**src/rtl/uart_pkg.sv**
```systemverilog
// Shared types and constants for the configurable UART transmitter.
package uart_pkg;

    typedef enum logic [2:0] {
        ST_IDLE   = 3'd0,
        ST_START  = 3'd1,
        ST_DATA   = 3'd2,
        ST_PARITY = 3'd3,
        ST_STOP   = 3'd4
    } uart_state_e;

    localparam logic PAR_EVEN  = 1'b0;
    localparam logic PAR_ODD   = 1'b1;
    localparam int   PAR_MAX_W = 9;

    // Zero-extended words keep the XOR unchanged, so one width serves all frame sizes.
    function automatic logic parity_of(input logic [PAR_MAX_W-1:0] word, input logic par_typ);
        return (^word) ^ (par_typ == PAR_ODD);
    endfunction

endpackage

```
**src/rtl/uart_tx_cfg_if.sv**
```systemverilog
// Word handshake plus per-frame configuration offered to the UART transmitter.
interface uart_tx_cfg_if #(
    parameter int DATA_WIDTH = 8,
    parameter int PRESCALE_W = 6
);
    logic [DATA_WIDTH-1:0] P_DATA;
    logic                  DATA_VALID;
    logic                  DATA_READY;
    logic                  PAR_EN;
    logic                  PAR_TYP;
    logic                  STOP2;
    logic [PRESCALE_W-1:0] PRESCALE;

    modport master (
        output P_DATA, DATA_VALID, PAR_EN, PAR_TYP, STOP2, PRESCALE,
        input  DATA_READY
    );

    modport slave (
        input  P_DATA, DATA_VALID, PAR_EN, PAR_TYP, STOP2, PRESCALE,
        output DATA_READY
    );
endinterface

```
**src/rtl/parity_calc.sv**
```systemverilog
// Combinational parity of a data word, even or odd as selected.
module parity_calc
    import uart_pkg::*;
#(
    parameter int DATA_WIDTH = 8
) (
    input  logic [DATA_WIDTH-1:0] data,
    input  logic                  par_typ,
    output logic                  par_bit
);
    logic [PAR_MAX_W-1:0] data_ext_s;

    // Extend to the helper width and evaluate parity.
    always_comb begin
        data_ext_s                 = '0;
        data_ext_s[DATA_WIDTH-1:0] = data;
        par_bit                    = parity_of(data_ext_s, par_typ);
    end
endmodule

```
**src/rtl/uart_tx_cfg.sv**
```systemverilog
// UART transmitter with a one-entry holding register and per-frame captured
// parity/stop/prescale settings; back-to-back frames leave no idle gap.
module uart_tx_cfg
    import uart_pkg::*;
#(
    parameter int DATA_WIDTH = 8,
    parameter int PRESCALE_W = 6
) (
    input  logic          CLK,
    input  logic          RST,
    uart_tx_cfg_if.slave  bus,
    output logic          TX_OUT,
    output logic          BUSY
);
    localparam int                  BCW       = $clog2(DATA_WIDTH + 1);
    localparam logic [BCW-1:0]      LAST_DATA = BCW'(DATA_WIDTH - 1);
    localparam logic [BCW-1:0]      BIT_ONE   = BCW'(1);
    localparam logic [PRESCALE_W-1:0] PRE_ONE = PRESCALE_W'(1);

    logic [DATA_WIDTH-1:0] hold_data_r;
    logic                  hold_full_r;
    logic                  hold_par_en_r;
    logic                  hold_par_typ_r;
    logic                  hold_stop2_r;
    logic [PRESCALE_W-1:0] hold_pre_r;
    logic                  ready_r;

    uart_state_e           state_r;
    logic [DATA_WIDTH-1:0] shift_r;
    logic                  frm_par_en_r;
    logic                  frm_par_bit_r;
    logic                  frm_stop2_r;
    logic [PRESCALE_W-1:0] frm_pre_r;
    logic [PRESCALE_W-1:0] pre_cnt_r;
    logic [BCW-1:0]        bit_cnt_r;
    logic                  tx_r;
    logic                  busy_r;

    logic                  accept_s;
    logic                  take_s;
    logic                  bit_done_s;
    logic                  last_stop_s;
    logic                  hold_par_bit_s;

    parity_calc #(.DATA_WIDTH(DATA_WIDTH)) u_parity (
        .data    (hold_data_r),
        .par_typ (hold_par_typ_r),
        .par_bit (hold_par_bit_s)
    );

    // Handshake, bit timing and frame-start decisions.
    always_comb begin
        accept_s = bus.DATA_VALID & ready_r;
        if (frm_pre_r <= PRE_ONE) begin
            bit_done_s = 1'b1;
        end else begin
            bit_done_s = (pre_cnt_r == (frm_pre_r - PRE_ONE));
        end
        last_stop_s = (state_r == ST_STOP) & bit_done_s &
                      (bit_cnt_r == {{(BCW-1){1'b0}}, frm_stop2_r});
        take_s      = hold_full_r & ((state_r == ST_IDLE) | last_stop_s);
    end

    // Holding register: a transfer and an accept can never coincide because
    // ready is low whenever the register is full.
    always_ff @(posedge CLK) begin
        if (!RST) begin
            hold_full_r    <= 1'b0;
            ready_r        <= 1'b1;
            hold_data_r    <= '0;
            hold_par_en_r  <= 1'b0;
            hold_par_typ_r <= PAR_EVEN;
            hold_stop2_r   <= 1'b0;
            hold_pre_r     <= '0;
        end else if (take_s) begin
            hold_full_r <= 1'b0;
            ready_r     <= 1'b1;
        end else if (accept_s) begin
            hold_full_r    <= 1'b1;
            ready_r        <= 1'b0;
            hold_data_r    <= bus.P_DATA;
            hold_par_en_r  <= bus.PAR_EN;
            hold_par_typ_r <= bus.PAR_TYP;
            hold_stop2_r   <= bus.STOP2;
            hold_pre_r     <= bus.PRESCALE;
        end
    end

    // Frame FSM with registered line and busy outputs.
    always_ff @(posedge CLK) begin
        if (!RST) begin
            state_r       <= ST_IDLE;
            tx_r          <= 1'b1;
            busy_r        <= 1'b0;
            shift_r       <= '0;
            frm_par_en_r  <= 1'b0;
            frm_par_bit_r <= 1'b0;
            frm_stop2_r   <= 1'b0;
            frm_pre_r     <= '0;
            pre_cnt_r     <= '0;
            bit_cnt_r     <= '0;
        end else if (take_s) begin
            state_r       <= ST_START;
            tx_r          <= 1'b0;
            busy_r        <= 1'b1;
            shift_r       <= hold_data_r;
            frm_par_en_r  <= hold_par_en_r;
            frm_par_bit_r <= hold_par_bit_s;
            frm_stop2_r   <= hold_stop2_r;
            frm_pre_r     <= hold_pre_r;
            pre_cnt_r     <= '0;
            bit_cnt_r     <= '0;
        end else if (state_r == ST_IDLE) begin
            tx_r      <= 1'b1;
            busy_r    <= 1'b0;
            pre_cnt_r <= '0;
            bit_cnt_r <= '0;
        end else if (!bit_done_s) begin
            pre_cnt_r <= pre_cnt_r + PRE_ONE;
        end else begin
            pre_cnt_r <= '0;
            case (state_r)
                ST_START: begin
                    state_r   <= ST_DATA;
                    tx_r      <= shift_r[0];
                    bit_cnt_r <= '0;
                end
                ST_DATA: begin
                    if (bit_cnt_r == LAST_DATA) begin
                        bit_cnt_r <= '0;
                        if (frm_par_en_r) begin
                            state_r <= ST_PARITY;
                            tx_r    <= frm_par_bit_r;
                        end else begin
                            state_r <= ST_STOP;
                            tx_r    <= 1'b1;
                        end
                    end else begin
                        shift_r   <= shift_r >> 1;
                        tx_r      <= shift_r[1];
                        bit_cnt_r <= bit_cnt_r + BIT_ONE;
                    end
                end
                ST_PARITY: begin
                    state_r   <= ST_STOP;
                    tx_r      <= 1'b1;
                    bit_cnt_r <= '0;
                end
                ST_STOP: begin
                    tx_r <= 1'b1;
                    if (last_stop_s) begin
                        state_r   <= ST_IDLE;
                        busy_r    <= 1'b0;
                        bit_cnt_r <= '0;
                    end else begin
                        bit_cnt_r <= bit_cnt_r + BIT_ONE;
                    end
                end
                default: begin
                    state_r   <= ST_IDLE;
                    tx_r      <= 1'b1;
                    busy_r    <= 1'b0;
                    bit_cnt_r <= '0;
                end
            endcase
        end
    end

    assign TX_OUT         = tx_r;
    assign BUSY           = busy_r;
    assign bus.DATA_READY = ready_r;

endmodule

```
**src/flat_wrapper.sv**
```systemverilog
// flat-port wrapper written by rule: the top's interface ports become plain ports
module uart_tx_cfg_flat import uart_pkg::*;
#(
    parameter int DATA_WIDTH = 8,
    parameter int PRESCALE_W = 6
)
  (CLK, RST, TX_OUT, BUSY, bus_P_DATA, bus_DATA_VALID, bus_PAR_EN, bus_PAR_TYP, bus_STOP2, bus_PRESCALE, bus_DATA_READY);
  uart_tx_cfg_if #(.DATA_WIDTH(DATA_WIDTH), .PRESCALE_W(PRESCALE_W)) bus_i ();
  input  logic CLK;
  input  logic RST;
  output logic TX_OUT;
  output logic BUSY;
  input wire logic [$bits(bus_i.P_DATA)-1:0] bus_P_DATA;
  input wire logic [$bits(bus_i.DATA_VALID)-1:0] bus_DATA_VALID;
  input wire logic [$bits(bus_i.PAR_EN)-1:0] bus_PAR_EN;
  input wire logic [$bits(bus_i.PAR_TYP)-1:0] bus_PAR_TYP;
  input wire logic [$bits(bus_i.STOP2)-1:0] bus_STOP2;
  input wire logic [$bits(bus_i.PRESCALE)-1:0] bus_PRESCALE;
  output wire logic [$bits(bus_i.DATA_READY)-1:0] bus_DATA_READY;
  assign bus_i.P_DATA = bus_P_DATA;
  assign bus_i.DATA_VALID = bus_DATA_VALID;
  assign bus_i.PAR_EN = bus_PAR_EN;
  assign bus_i.PAR_TYP = bus_PAR_TYP;
  assign bus_i.STOP2 = bus_STOP2;
  assign bus_i.PRESCALE = bus_PRESCALE;
  assign bus_DATA_READY = bus_i.DATA_READY;
  uart_tx_cfg #(.DATA_WIDTH(DATA_WIDTH), .PRESCALE_W(PRESCALE_W)) u_core (.CLK(CLK), .RST(RST), .bus(bus_i), .TX_OUT(TX_OUT), .BUSY(BUSY));
endmodule
```
**config.mk**
```make
export PLATFORM = sky130hd
export DESIGN_NAME = uart_tx_cfg_flat
export DESIGN_NICKNAME = d
export VERILOG_FILES = /design/src/rtl/uart_pkg.sv /design/src/rtl/uart_tx_cfg_if.sv /design/src/rtl/parity_calc.sv /design/src/rtl/uart_tx_cfg.sv /design/src/flat_wrapper.sv
export SDC_FILE = /design/constraint.sdc
export NUM_CORES = 1
export LEC_CHECK = 0
export ABC_AREA = 1
export CAP_MARGIN = 30
export CELL_PAD_IN_SITES_DETAIL_PLACEMENT = 1
export CELL_PAD_IN_SITES_GLOBAL_PLACEMENT = 1
export CORE_MARGIN = 4
export CORE_UTILIZATION = 25
export CTS_BUF_LIST = sky130_fd_sc_hd__clkbuf_8
export CTS_CLUSTER_SIZE = 28
export DETAILED_ROUTE_END_ITERATION = 12
export GPL_TIMING_DRIVEN = 1
export PLACE_DENSITY = 0.65
export SYNTH_ARGS = -nofsm -noshare
export SYNTH_HDL_FRONTEND = slang
export SYNTH_SLANG_ARGS = --single-unit
```
**constraint.sdc**
```tcl
create_clock -name CLK -period 2.2 [get_ports CLK]
set_input_delay 0.33 -clock CLK [delete_from_list [all_inputs] [get_ports CLK]]
set_output_delay 0.33 -clock CLK [all_outputs]
set_load 0.01 [all_outputs]
```
==> qor.yml <==
hold_violations: 0
period_share_pct: 92.7
antenna_found_initial: 0
worst_pin_slew_ns: 0.441
synth_cells: 433
clkLatencyLatePin_ns: 0.31
drt_iter0_markers: 52
finalNetCount: 497
dieArea_um2: 12900
post-route-util_pct: 31.8
cp_common_cell: "nand2_1"
cp_cell_sequence: "inv_2 > ha_4 > inv_2 > nand2_1 > nand2_1 > nor2_1 > nand2_1 > nor2_2 > nand3_2 > nand2_4 > nand3_4 > nand2_8 > nor2_8 > buf_6 > nand2_2 > nand2_1 > nor2_1"
viasPerCell: 4.23
synthDistinctLibCells: 33
period_minus_slack_ns: 2.04
rsz0062_at_grt: "true"
synth_area_um2: 2790
setup_violations: 0
critical-path-max-stage-delay_ns: 0.34
wire_per_inst_um: 11.5
leakagePower_uw: 0.00169
yosysTopAreaCell: "dfxtp_1"
yosys_warnings: 0
max_freq_mhz: 490
gp_congestion: 0.790
grt_max_degree: 34
critPathBufInv: 3
die_y_um: 114
clk_path_buf_depth: 2
power_density_nw_per_um2: 1100
drive_gt1_share_pct: 13.3
cap_violations: 0
core_area_um2: 10900
grt-ovfl-total: 0
yosys_register_bits: 51
syn_nets: 457
htreeDepth: 2
cts_sinks: 51
antenna_left: 0
mostFrequentLayoutCell: "nand2_1"
grt_pass1_vias: 2481
drt-pass1-iter-count: 4
rows: 38
slew_viol_final: 0
grt_usage_pct: 11.0
setup_ws_ns: 0.160
path_class: "reg -> reg"
n_antenna_cell: 0
vias: 2591
numPortBuffers: 22
root_buffer: "clkbuf_8"
synth.avg_cell_area_um2: 6.45
arrival_ns: 2.29
hpwlAfterDp_um: 5190
worst_path_max_delay_cell: "dfxtp_2"
layout_common_cells: "nand2_1, inv_1, nor2_1"
fin_skew_ns: 0.00964
drt-total-wl_um: 7030
initial_core_util_pct: 25.6
crit_fanout: 6
cts_made_buffers: 5
drc: 0
grt_first_pass_wirelength_um: 11700
cp_top_family: "simple AND/OR/NAND/NOR gates"
crit_required_ns: 2.45
synth_seq_area_share_pct: 36.6
cp-start-kind: "flop"
die_w_um: 114
yosysTopAreaCellShare_pct: 36.6
peakVddDrop_mv: 0.285
slew_headroom_pct: 70.4
io_pins: 23
dpl_worst_slack_ns: -0.129
status: "finished clean"
finalPower_uw: 3800
cts.reportedPaths.clkPinSlew_ns: 0.10
endpoint_kind: "flop"
synth.area.top_cells: "dfxtp_1, nand2_1, inv_1"
worst_hold_path_type: "reg -> reg"
cts_tree: "built"
area_growth_pct: 24.1
==> per-layer routing <==
layer	track usage [%]	up-vias	part of all wire [%]
met1	15.3	1184	50
met2	17.5	33	46
li1	-	1369	-
met3	2.18	5	2.9
met5	0	-	0
met4	2.88	0	1.1
==> through the flow <==
stage,instance area [µm²],instances,hold WS (ns),setup TNS [ns]
2_1_floorplan,2790,433,0.430,0
3_3_place_gp,3170,591,0.453,-0.436
3_5_place_dp,3170,591,0.467,-0.305
4_1_cts,3260,598,0.483,0
5_1_grt,3470,613,0.520,-0.528
6_report,3470,613,0.477,0
==> tightest hold or removal path: cells and delay by family, from the launching register on <==
| kind | cells | cell delay (ns) |
|---|---|---|
| compound gates | 1 | 0.06 |
| buf+inv | 1 | 0.07 |
| flops | 1 | 0.31 |
==> kinds of logic after synthesis <==
family,synth area share [%]
flip-flops,36.6
buffers and inverters,14.0
XOR/XNOR,4.70
adder cells (fa/ha/maj),1.79
AND/OR/NAND/NOR,37.1
AO/OA/AOI/OAI,5.82
==> power breakdown <==
group	internal [µW]	switching (µW)	total [µW]
Clock	248	318	566
Sequential	1130	165	1300
Combinational	802	1130	1940
==> synthesized netlist by cell type (all sizes together) <==
library cell,n
nand2,142
inv,85
nor2,63
dfxtp,51
nand3,27
a21oi,14
o21ai,8
xnor2,8
buf,7
xor2,7
ha,4
a211oi,3
nor3,3
clkbuf,2
nor3b,2
a31oi,1
nand3b,1
nor4,1
o211ai,1
o21a,1
o221ai,1
or2,1
==> cell type report <==
cell class                 count  area (µm²)
clock buffer                   6        82.6
timing repair buffer          40         400
sequential                    51        1020
tap                          140         175
inverter                      85         327
fill                        1404        7420
multi-input combinational    290        1450
clock inverter                 1        5.00
==> sequential cells by signal (all words and copies together), names as in the netlist <==
register / count
u_core.hold_par_typ_r: 1
u_core.frm_par_en_r: 1
u_core.bus.DATA_READY: 1
u_core.bit_cnt_r: 4
u_core.state_r: 3
u_core.hold_full_r: 1
u_core.BUSY: 1
u_core.frm_stop2_r: 1
u_core.hold_par_en_r: 1
u_core.pre_cnt_r: 6
u_core.hold_stop2_r: 1
u_core.hold_pre_r: 6
u_core.frm_pre_r: 6
u_core.shift_r: 8
u_core.frm_par_bit_r: 1
u_core.hold_data_r: 8
u_core.TX_OUT: 1
==> what timing repair did <==
action                                  in CTS  in global routing
resized for setup                            2                 28
pin swaps                                    0                 25
cloned                                       0                  3
endpoints found under the setup margin       5                 49
hold buffers                                 0                  0
setup buffers                                0                 12
==> worst paths after layout <==
path                                      startpoint                     to  slack (ns)  cells past startpoint
worst max-delay path             u_core.frm_pre_r[0]  u_core.hold_data_r[4]        0.16                     17
worst min-delay path            u_core.hold_par_en_r    u_core.frm_par_en_r        0.48                      2
worst max register to register   u_core.frm_pre_r[0]  u_core.hold_data_r[4]        0.16                     17
worst min register to register  u_core.hold_par_en_r    u_core.frm_par_en_r        0.48                      2
No activity file was read; power rests on OpenSTA's default activity.
